$ cat config.mk
export PLATFORM = sky130hd
export DESIGN_NAME = diff_rr_scheduler_flat
export DESIGN_NICKNAME = d
export VERILOG_FILES = /design/src/rtl/diff_rr_scheduler_if.sv /design/src/rtl/diff_rr_scheduler.sv /design/src/flat_wrapper.sv
export SDC_FILE = /design/constraint.sdc
export NUM_CORES = 1
export LEC_CHECK = 0
export CAP_MARGIN = 10
export CELL_PAD_IN_SITES_DETAIL_PLACEMENT = 2
export CELL_PAD_IN_SITES_GLOBAL_PLACEMENT = 2
export CORE_MARGIN = 10
export CORE_UTILIZATION = 31
export CTS_CLUSTER_DIAMETER = 60
export CTS_CLUSTER_SIZE = 24
export DETAILED_ROUTE_END_ITERATION = 7
export MAX_ROUTING_LAYER = met4
export PLACE_DENSITY = 0.8
export REMOVE_ABC_BUFFERS = 1
export SYNTH_ARGS = -nofsm -noshare
export SYNTH_HDL_FRONTEND = slang
export SYNTH_SLANG_ARGS = --single-unit
$ cat constraint.sdc
create_clock -name clk -period 4 [get_ports clk]
set_input_delay 0.4 -clock clk [delete_from_list [all_inputs] [get_ports clk]]
set_output_delay 0.4 -clock clk [all_outputs]
set_load 0.02 [all_outputs]
$ cat src/rtl/diff_rr_scheduler_if.sv
// Handshake bundle for diff_rr_scheduler: multi-channel sample requests in,
// one registered difference result out with valid/ready backpressure.
interface diff_rr_scheduler_if #(
  parameter int DATA_WIDTH = 16,
  parameter int NUM_CH     = 4
);
  localparam int CH_W = $clog2(NUM_CH);

  logic [NUM_CH-1:0]            req_valid;
  logic [NUM_CH*DATA_WIDTH-1:0] req_data;
  logic [NUM_CH-1:0]            req_ready;
  logic [NUM_CH-1:0]            clr_ch;
  logic                         out_valid;
  logic                         out_ready;
  logic [CH_W-1:0]              out_ch;
  logic [DATA_WIDTH-1:0]        out_data;
  logic                         out_ovf;

  // Sources and the downstream consumer together form the master side.
  modport master (
    output req_valid, req_data, clr_ch, out_ready,
    input  req_ready, out_valid, out_ch, out_data, out_ovf
  );

  modport slave (
    input  req_valid, req_data, clr_ch, out_ready,
    output req_ready, out_valid, out_ch, out_data, out_ovf
  );
endinterface

$ cat src/rtl/diff_rr_scheduler.sv
// Round-robin shared first-difference unit: out = x[n] - x[n-1] per channel,
// with a per-channel history bank and a single registered output stage.
module diff_rr_scheduler #(
  parameter int DATA_WIDTH = 16,
  parameter int NUM_CH     = 4
) (
  input logic               clk,
  input logic               rst,
  diff_rr_scheduler_if.slave bus
);
  localparam int CH_W = $clog2(NUM_CH);
  localparam int DW   = DATA_WIDTH;

  typedef enum logic {
    ST_EMPTY = 1'b0,
    ST_FULL  = 1'b1
  } out_state_e;

  out_state_e       state_q;
  logic [CH_W-1:0]  ptr_q;
  logic [CH_W-1:0]  ptr_d;
  logic [DW-1:0]    hist_q [NUM_CH];
  logic [DW-1:0]    hist_d [NUM_CH];
  logic [CH_W-1:0]  out_ch_q;
  logic [DW-1:0]    out_data_q;
  logic [DW-1:0]    out_data_d;
  logic             out_ovf_q;
  logic             out_ovf_d;

  logic [DW-1:0]     sample_s [NUM_CH];
  logic              can_accept_s;
  logic              gnt_found_s;
  logic [CH_W-1:0]   gnt_idx_s;
  logic [NUM_CH-1:0] grant_s;
  logic              xfer_s;
  logic [DW-1:0]     hist_eff_s;
  logic [DW:0]       diff_s;

  // Channel index base+offs, wrapped modulo NUM_CH (offs < NUM_CH).
  function automatic logic [CH_W-1:0] wrap_add(input logic [CH_W-1:0] base, input int offs);
    int sum;
    sum = int'(base) + offs;
    if (sum >= NUM_CH) begin
      sum = sum - NUM_CH;
    end else begin
      sum = sum;
    end
    return CH_W'(sum);
  endfunction

  // Sign-extended difference one bit wider than the samples, so overflow is visible.
  function automatic logic [DW:0] first_diff(input logic [DW-1:0] x, input logic [DW-1:0] h);
    return {x[DW-1], x} - {h[DW-1], h};
  endfunction

  // Unpack the flat sample bus into per-channel lanes
  always_comb begin
    for (int i = 0; i < NUM_CH; i++) begin
      sample_s[i] = bus.req_data[i*DW +: DW];
    end
  end

  assign can_accept_s = (state_q == ST_EMPTY) || bus.out_ready;

  // Round-robin search starting at the pointer; grant only while the output can take a result
  always_comb begin
    gnt_found_s = 1'b0;
    gnt_idx_s   = '0;
    grant_s     = '0;
    for (int k = 0; k < NUM_CH; k++) begin
      if (!gnt_found_s && bus.req_valid[wrap_add(ptr_q, k)]) begin
        gnt_found_s = 1'b1;
        gnt_idx_s   = wrap_add(ptr_q, k);
      end else begin
        gnt_found_s = gnt_found_s;
      end
    end
    if (can_accept_s && gnt_found_s) begin
      grant_s[gnt_idx_s] = 1'b1;
    end else begin
      grant_s = '0;
    end
  end

  assign xfer_s        = can_accept_s && gnt_found_s;
  assign bus.req_ready = grant_s;

  // Difference datapath; a same-cycle clear makes the history read as zero
  always_comb begin
    if (bus.clr_ch[gnt_idx_s]) begin
      hist_eff_s = '0;
    end else begin
      hist_eff_s = hist_q[gnt_idx_s];
    end
    diff_s     = first_diff(sample_s[gnt_idx_s], hist_eff_s);
    out_data_d = diff_s[DW-1:0];
    out_ovf_d  = diff_s[DW] ^ diff_s[DW-1];
    ptr_d      = wrap_add(gnt_idx_s, 1);
  end

  // History next state: transferred sample wins over a clear of the same channel
  always_comb begin
    for (int i = 0; i < NUM_CH; i++) begin
      if (xfer_s && (gnt_idx_s == CH_W'(i))) begin
        hist_d[i] = sample_s[i];
      end else if (bus.clr_ch[i]) begin
        hist_d[i] = '0;
      end else begin
        hist_d[i] = hist_q[i];
      end
    end
  end

  // History bank registers
  always_ff @(posedge clk or posedge rst) begin
    if (rst) begin
      for (int i = 0; i < NUM_CH; i++) begin
        hist_q[i] <= '0;
      end
    end else begin
      for (int i = 0; i < NUM_CH; i++) begin
        hist_q[i] <= hist_d[i];
      end
    end
  end

  // Output stage FSM with result capture and pointer advance on each transfer
  always_ff @(posedge clk or posedge rst) begin
    if (rst) begin
      state_q    <= ST_EMPTY;
      ptr_q      <= '0;
      out_ch_q   <= '0;
      out_data_q <= '0;
      out_ovf_q  <= 1'b0;
    end else begin
      case (state_q)
        ST_EMPTY: begin
          if (xfer_s) begin
            state_q <= ST_FULL;
          end else begin
            state_q <= ST_EMPTY;
          end
        end
        ST_FULL: begin
          if (bus.out_ready && !xfer_s) begin
            state_q <= ST_EMPTY;
          end else begin
            state_q <= ST_FULL;
          end
        end
        default: begin
          state_q <= ST_EMPTY;
        end
      endcase
      if (xfer_s) begin
        out_ch_q   <= gnt_idx_s;
        out_data_q <= out_data_d;
        out_ovf_q  <= out_ovf_d;
        ptr_q      <= ptr_d;
      end else begin
        out_ch_q   <= out_ch_q;
        out_data_q <= out_data_q;
        out_ovf_q  <= out_ovf_q;
        ptr_q      <= ptr_q;
      end
    end
  end

  assign bus.out_valid = (state_q == ST_FULL);
  assign bus.out_ch    = out_ch_q;
  assign bus.out_data  = out_data_q;
  assign bus.out_ovf   = out_ovf_q;

endmodule
$ cat src/flat_wrapper.sv
// flat-port wrapper written by rule: the top's interface ports become plain ports
module diff_rr_scheduler_flat 
#(
  parameter int DATA_WIDTH = 16,
  parameter int NUM_CH     = 4
)
  (clk, rst, bus_req_valid, bus_req_data, bus_clr_ch, bus_out_ready, bus_req_ready, bus_out_valid, bus_out_ch, bus_out_data, bus_out_ovf);
  diff_rr_scheduler_if #(.DATA_WIDTH(DATA_WIDTH), .NUM_CH(NUM_CH)) bus_i ();
  input logic clk;
  input logic rst;
  input wire logic [$bits(bus_i.req_valid)-1:0] bus_req_valid;
  input wire logic [$bits(bus_i.req_data)-1:0] bus_req_data;
  input wire logic [$bits(bus_i.clr_ch)-1:0] bus_clr_ch;
  input wire logic [$bits(bus_i.out_ready)-1:0] bus_out_ready;
  output wire logic [$bits(bus_i.req_ready)-1:0] bus_req_ready;
  output wire logic [$bits(bus_i.out_valid)-1:0] bus_out_valid;
  output wire logic [$bits(bus_i.out_ch)-1:0] bus_out_ch;
  output wire logic [$bits(bus_i.out_data)-1:0] bus_out_data;
  output wire logic [$bits(bus_i.out_ovf)-1:0] bus_out_ovf;
  assign bus_i.req_valid = bus_req_valid;
  assign bus_i.req_data = bus_req_data;
  assign bus_i.clr_ch = bus_clr_ch;
  assign bus_i.out_ready = bus_out_ready;
  assign bus_req_ready = bus_i.req_ready;
  assign bus_out_valid = bus_i.out_valid;
  assign bus_out_ch = bus_i.out_ch;
  assign bus_out_data = bus_i.out_data;
  assign bus_out_ovf = bus_i.out_ovf;
  diff_rr_scheduler #(.DATA_WIDTH(DATA_WIDTH), .NUM_CH(NUM_CH)) u_core (.clk(clk), .rst(rst), .bus(bus_i));
endmodule
==> impl_metrics.py <==
metrics = {
    "outcome": {
        "status": "finished, final reports clean",
    },
    "power_and_ir_drop": {
        "powerDensity_nw_per_um2": 682.8,
        "p_leak_nw": 3.378,
        "ir_drop_v": 0.0002762,
        "power_mw": 4.918,
    },
    "global_routing": {
        "grt_max_degree": 62,
        "grt_pass1_wl_microns": 35920,
        "grt_pass1_vias": 6162,
        "antenna_found_initial": 0,
        "grt_util_all_layers_pct": 19.41,
        "grt-ovfl-total": 0,
    },
    "placed_design": {
        "place_hpwl_microns": 16610,
        "pre_cts_slack_ps": -114.4,
        "numPortBuffers": 98,
        "gp_congestion": 0.9129,
    },
    "timing": {
        "tightest_slew_ps": 1034,
        "period_share_pct": 94.60,
        "finalSetupViolCount": 0,
        "fin_crit_ps": 3784,
        "clock.fmax_mhz": 264.3,
        "hold_violations": 0,
        "slew-limit-headroom_pct": 31.06,
        "finClkSkew_ps": 11.58,
        "timing_max_transition_violations_final": 0,
        "grt_setup_unrepaired": "no",
        "fin_tns_setup_ps": 0,
        "holdWs_ps": 379.4,
        "setup_ws_ps": 216.1,
    },
    "floorplan": {
        "die_w_microns": 153.3,
        "die_area_sq_um": 23500,
        "die_y_microns": 153.3,
        "start_util_pct": 31.73,
        "io-pin-count": 99,
        "core_area_sq_um": 17360,
        "num_rows": 48,
    },
    "clock_tree": {
        "cts_buffers": 9,
        "path_clk_slew_ps": 70,
        "cts.sinks": 86,
        "post-cts-setup-buffer-count": 0,
        "cts_tree": "built",
        "h-tree-depth": 3,
        "postCtsHoldBufs": 0,
        "clk-insertion-delay-late_ps": 350,
        "ctsRootBufferMaster": "clkbuf_16",
        "clock_tree.buffer_depth": 2,
    },
    "logic_synthesis": {
        "synth_fa_ha_area_share_pct": 4.907,
        "syn_area_per_cell_sq_um": 7.747,
        "synth_top_family_by_area": "simple AND/OR/NAND/NOR gates",
        "synth_compound_area_share_pct": 10.09,
        "synth_mux_area_share_pct": 0.8178,
        "synth-simple-area-share_pct": 38.35,
        "ys_seq_elements": 86,
        "yosysUniqueCellTypes": 42,
        "synthCells": 711,
        "syn_area_sq_um": 5508,
        "ys_seq_area_share_pct": 39.07,
        "synth-xor-area-share_pct": 1.749,
        "ys_warn_count": 0,
    },
    "critical_path": {
        "reg2regPathDepth": 15,
        "path_buf_inv": 3,
        "cpPeakStageDelay_ps": 560,
        "worst_ep_arrival_time_ps": 4040,
        "ff2ff_setup_slack_ps": 330,
        "cp.required_ps": 4250,
        "crit_start": "bus_req_valid[0]",
        "crit_fanout": 11,
        "startpoint_type": "input pin",
        "critPathSlowestCell": "clkdlybuf4s50_1",
        "cp-end-kind": "flip-flop",
        "r2r_start": "u_core.ptr_q[1]",
        "crit_chain": "clkdlybuf4s50_1 -> a21oi_1 -> o21a_1 -> o22a_4 -> mux2i_1 -> mux2_4 -> buf_4 -> buf_4 -> nand3_2 -> ha_1 -> a21oi_1 -> nand2_1 -> o211ai_1 -> a21boi_0 -> o21a_1 -> o31ai_1",
        "cp_top_family": "compound AO/OA/AOI/OAI gates",
        "r2r-end": "u_core.bus.out_data[10]",
        "worstSetupPathType": "in -> reg",
    },
    "finish": {
        "fillers": 1953,
        "nets": 911,
        "drive_gt1_share_pct": 8.537,
        "area_delta_synth_final_pct": 30.76,
        "seqCellArea_sq_um": 2152,
        "n_antenna_cell": 0,
        "multi_input_area_sq_um": 3090,
    },
    "drt": {
        "drt-total-wl_microns": 22360,
        "drtAntennaViolNets": 0,
        "first_pass_iters": 4,
        "vias": 5512,
        "drc_errors": 0,
        "wire_per_inst_microns": 21.39,
        "vias_per_cell": 5.275,
        "first_iter_violations": 288,
    },
    "flow_run": {
        "cap_violations": 0,
    },
    "min_path": {
        "hp-class": "in -> async",
    },
}
how the worst max path moves through the flow:
stage,endpoint,slack (ps),cells past startpoint
6_report,u_core.bus.out_data[10],220,16
5_1_grt,u_core.bus.out_data[10],20,16
4_1_cts,u_core.bus.out_data[10],240,16
3_5_place_dp,u_core.bus.out_data[13],-110,17
3_3_place_gp,u_core.bus.out_data[14],30,15
2_1_floorplan,u_core.bus.out_data[14],-270,13
Yosys cell counts:
cell type,n,area share [%]
a21boi_0,1,0.14
o22a_4,1,0.32
mux2_4,1,0.27
and2_1,1,0.11
fa_1,1,0.36
a21oi_1,29,2.6
nor2_1,5,0.34
buf_8,1,0.27
a21o_1,3,0.41
buf_4,2,0.27
o21ai_1,1,0.091
a31oi_1,14,1.6
mux2i_1,3,0.55
a211oi_1,2,0.27
dfrtp_1,86,39
clkbuf_1,9,0.61
a22oi_1,1,0.14
nand2_1,301,21
xor2_1,5,0.80
o22ai_1,1,0.11
nor3_1,4,0.36
nand2b_1,6,0.68
o21a_1,6,0.82
o211ai_1,3,0.41
o31ai_1,4,0.55
buf_2,19,1.7
o21bai_1,2,0.27
clkinv_2,1,0.091
nand3_2,10,1.8
a22o_1,1,0.16
nor2b_1,2,0.23
inv_2,4,0.27
inv_1,5,0.34
and3_1,15,1.7
nand3_1,38,3.5
buf_6,7,1.4
ha_1,20,4.5
nand3b_1,64,8.7
o21ai_0,24,2.2
nor4_2,1,0.23
xnor2_1,6,0.95
nor3_2,1,0.18
registers in the layout (all words and copies together), names as in the netlist:
register,cells
u_core.hist_q,64
u_core.bus.out_data,16
u_core.bus.out_ch,2
u_core.ptr_q,2
u_core.bus.out_ovf,1
u_core.bus.out_valid,1
report_power, final:
part           switching [mW]  internal, mW
Sequential              0.128          1.08
Clock                   0.379         0.690
Combinational            1.59          1.06
placed cells by master (no fill, tap or decap), drive strengths merged:
| master | count |
|---|---|
| o31ai | 4 |
| nand2 | 301 |
| nor3 | 5 |
| nor4 | 1 |
| o21ai | 25 |
| buf | 33 |
| clkinv | 3 |
| o22ai | 1 |
| fa | 1 |
| o21a | 6 |
| a211oi | 2 |
| a22o | 1 |
| dfrtp | 86 |
| and2 | 1 |
| o21bai | 2 |
| clkinvlp | 1 |
| a21oi | 29 |
| xor2 | 5 |
| nand3 | 48 |
| nand3b | 64 |
| nor2 | 5 |
| and3 | 15 |
| inv | 8 |
| mux2i | 3 |
| clkdlybuf4s50 | 98 |
| mux2 | 1 |
| ha | 20 |
| o22a | 1 |
| a21o | 3 |
| xnor2 | 6 |
| clkbuf | 10 |
| nor2b | 2 |
| o211ai | 3 |
| nand2b | 6 |
| a21boi | 1 |
| bufinv | 4 |
| a31oi | 14 |
| a22oi | 1 |
stage by stage:
step                      cells  utilization (%)  instance area (sq um)
after global placement     1029            39.32                   6825
after floorplan             673                -                   5270
after global routing       1045            41.49                   7202
after CTS                  1045            41.46                   7197
after detailed placement   1029            39.32                   6825
final                      1045            41.49                   7202
timing repair:
action	in CTS	in global routing
hold endpoints to repair	0	0
gates resized for setup	0	1
setup endpoints to repair	0	1
per-layer routing:
| layer | up-vias | track usage (%) | routed length [microns] |
|---|---|---|---|
| li1 | 2584 | - | - |
| met1 | 2816 | 24.13 | 10100 |
| met2 | 99 | 32.43 | 11250 |
| met3 | 13 | 2.750 | 788 |
| met4 | 0 | 4.814 | 220 |
| met5 | - | - | 0 |
worst register-to-register path, delay by kind of cell, from the launching register on:
family,cells,cell delay [ps]
AO/OA/AOI/OAI,8,1780
flip-flops,1,460
multiplexers,2,440
buffers and inverters,2,370
adder cells (fa/ha/maj),1,320
AND/OR/NAND/NOR,2,190
cell type report:
type	instances	share of cell area (%)
clock inverter	6	1.842
timing repair buffer	131	17.58
tap	225	3.909
clock buffer	10	3.318
multi-input combinational	577	42.91
sequential	86	29.88
inverter	10	0.5559
logic make-up (layout without fill, tap and decap cells):
group,after synthesis,in the layout
adders and majority gates,21,21
DFF,86,86
muxes,4,4
xor gates and xnor gates,11,11
and+or+nand+nor,448,448
AOI/OAI and AO/OA,93,93
buffers and inverters,48,157
(Power assumes the default switching activity.)
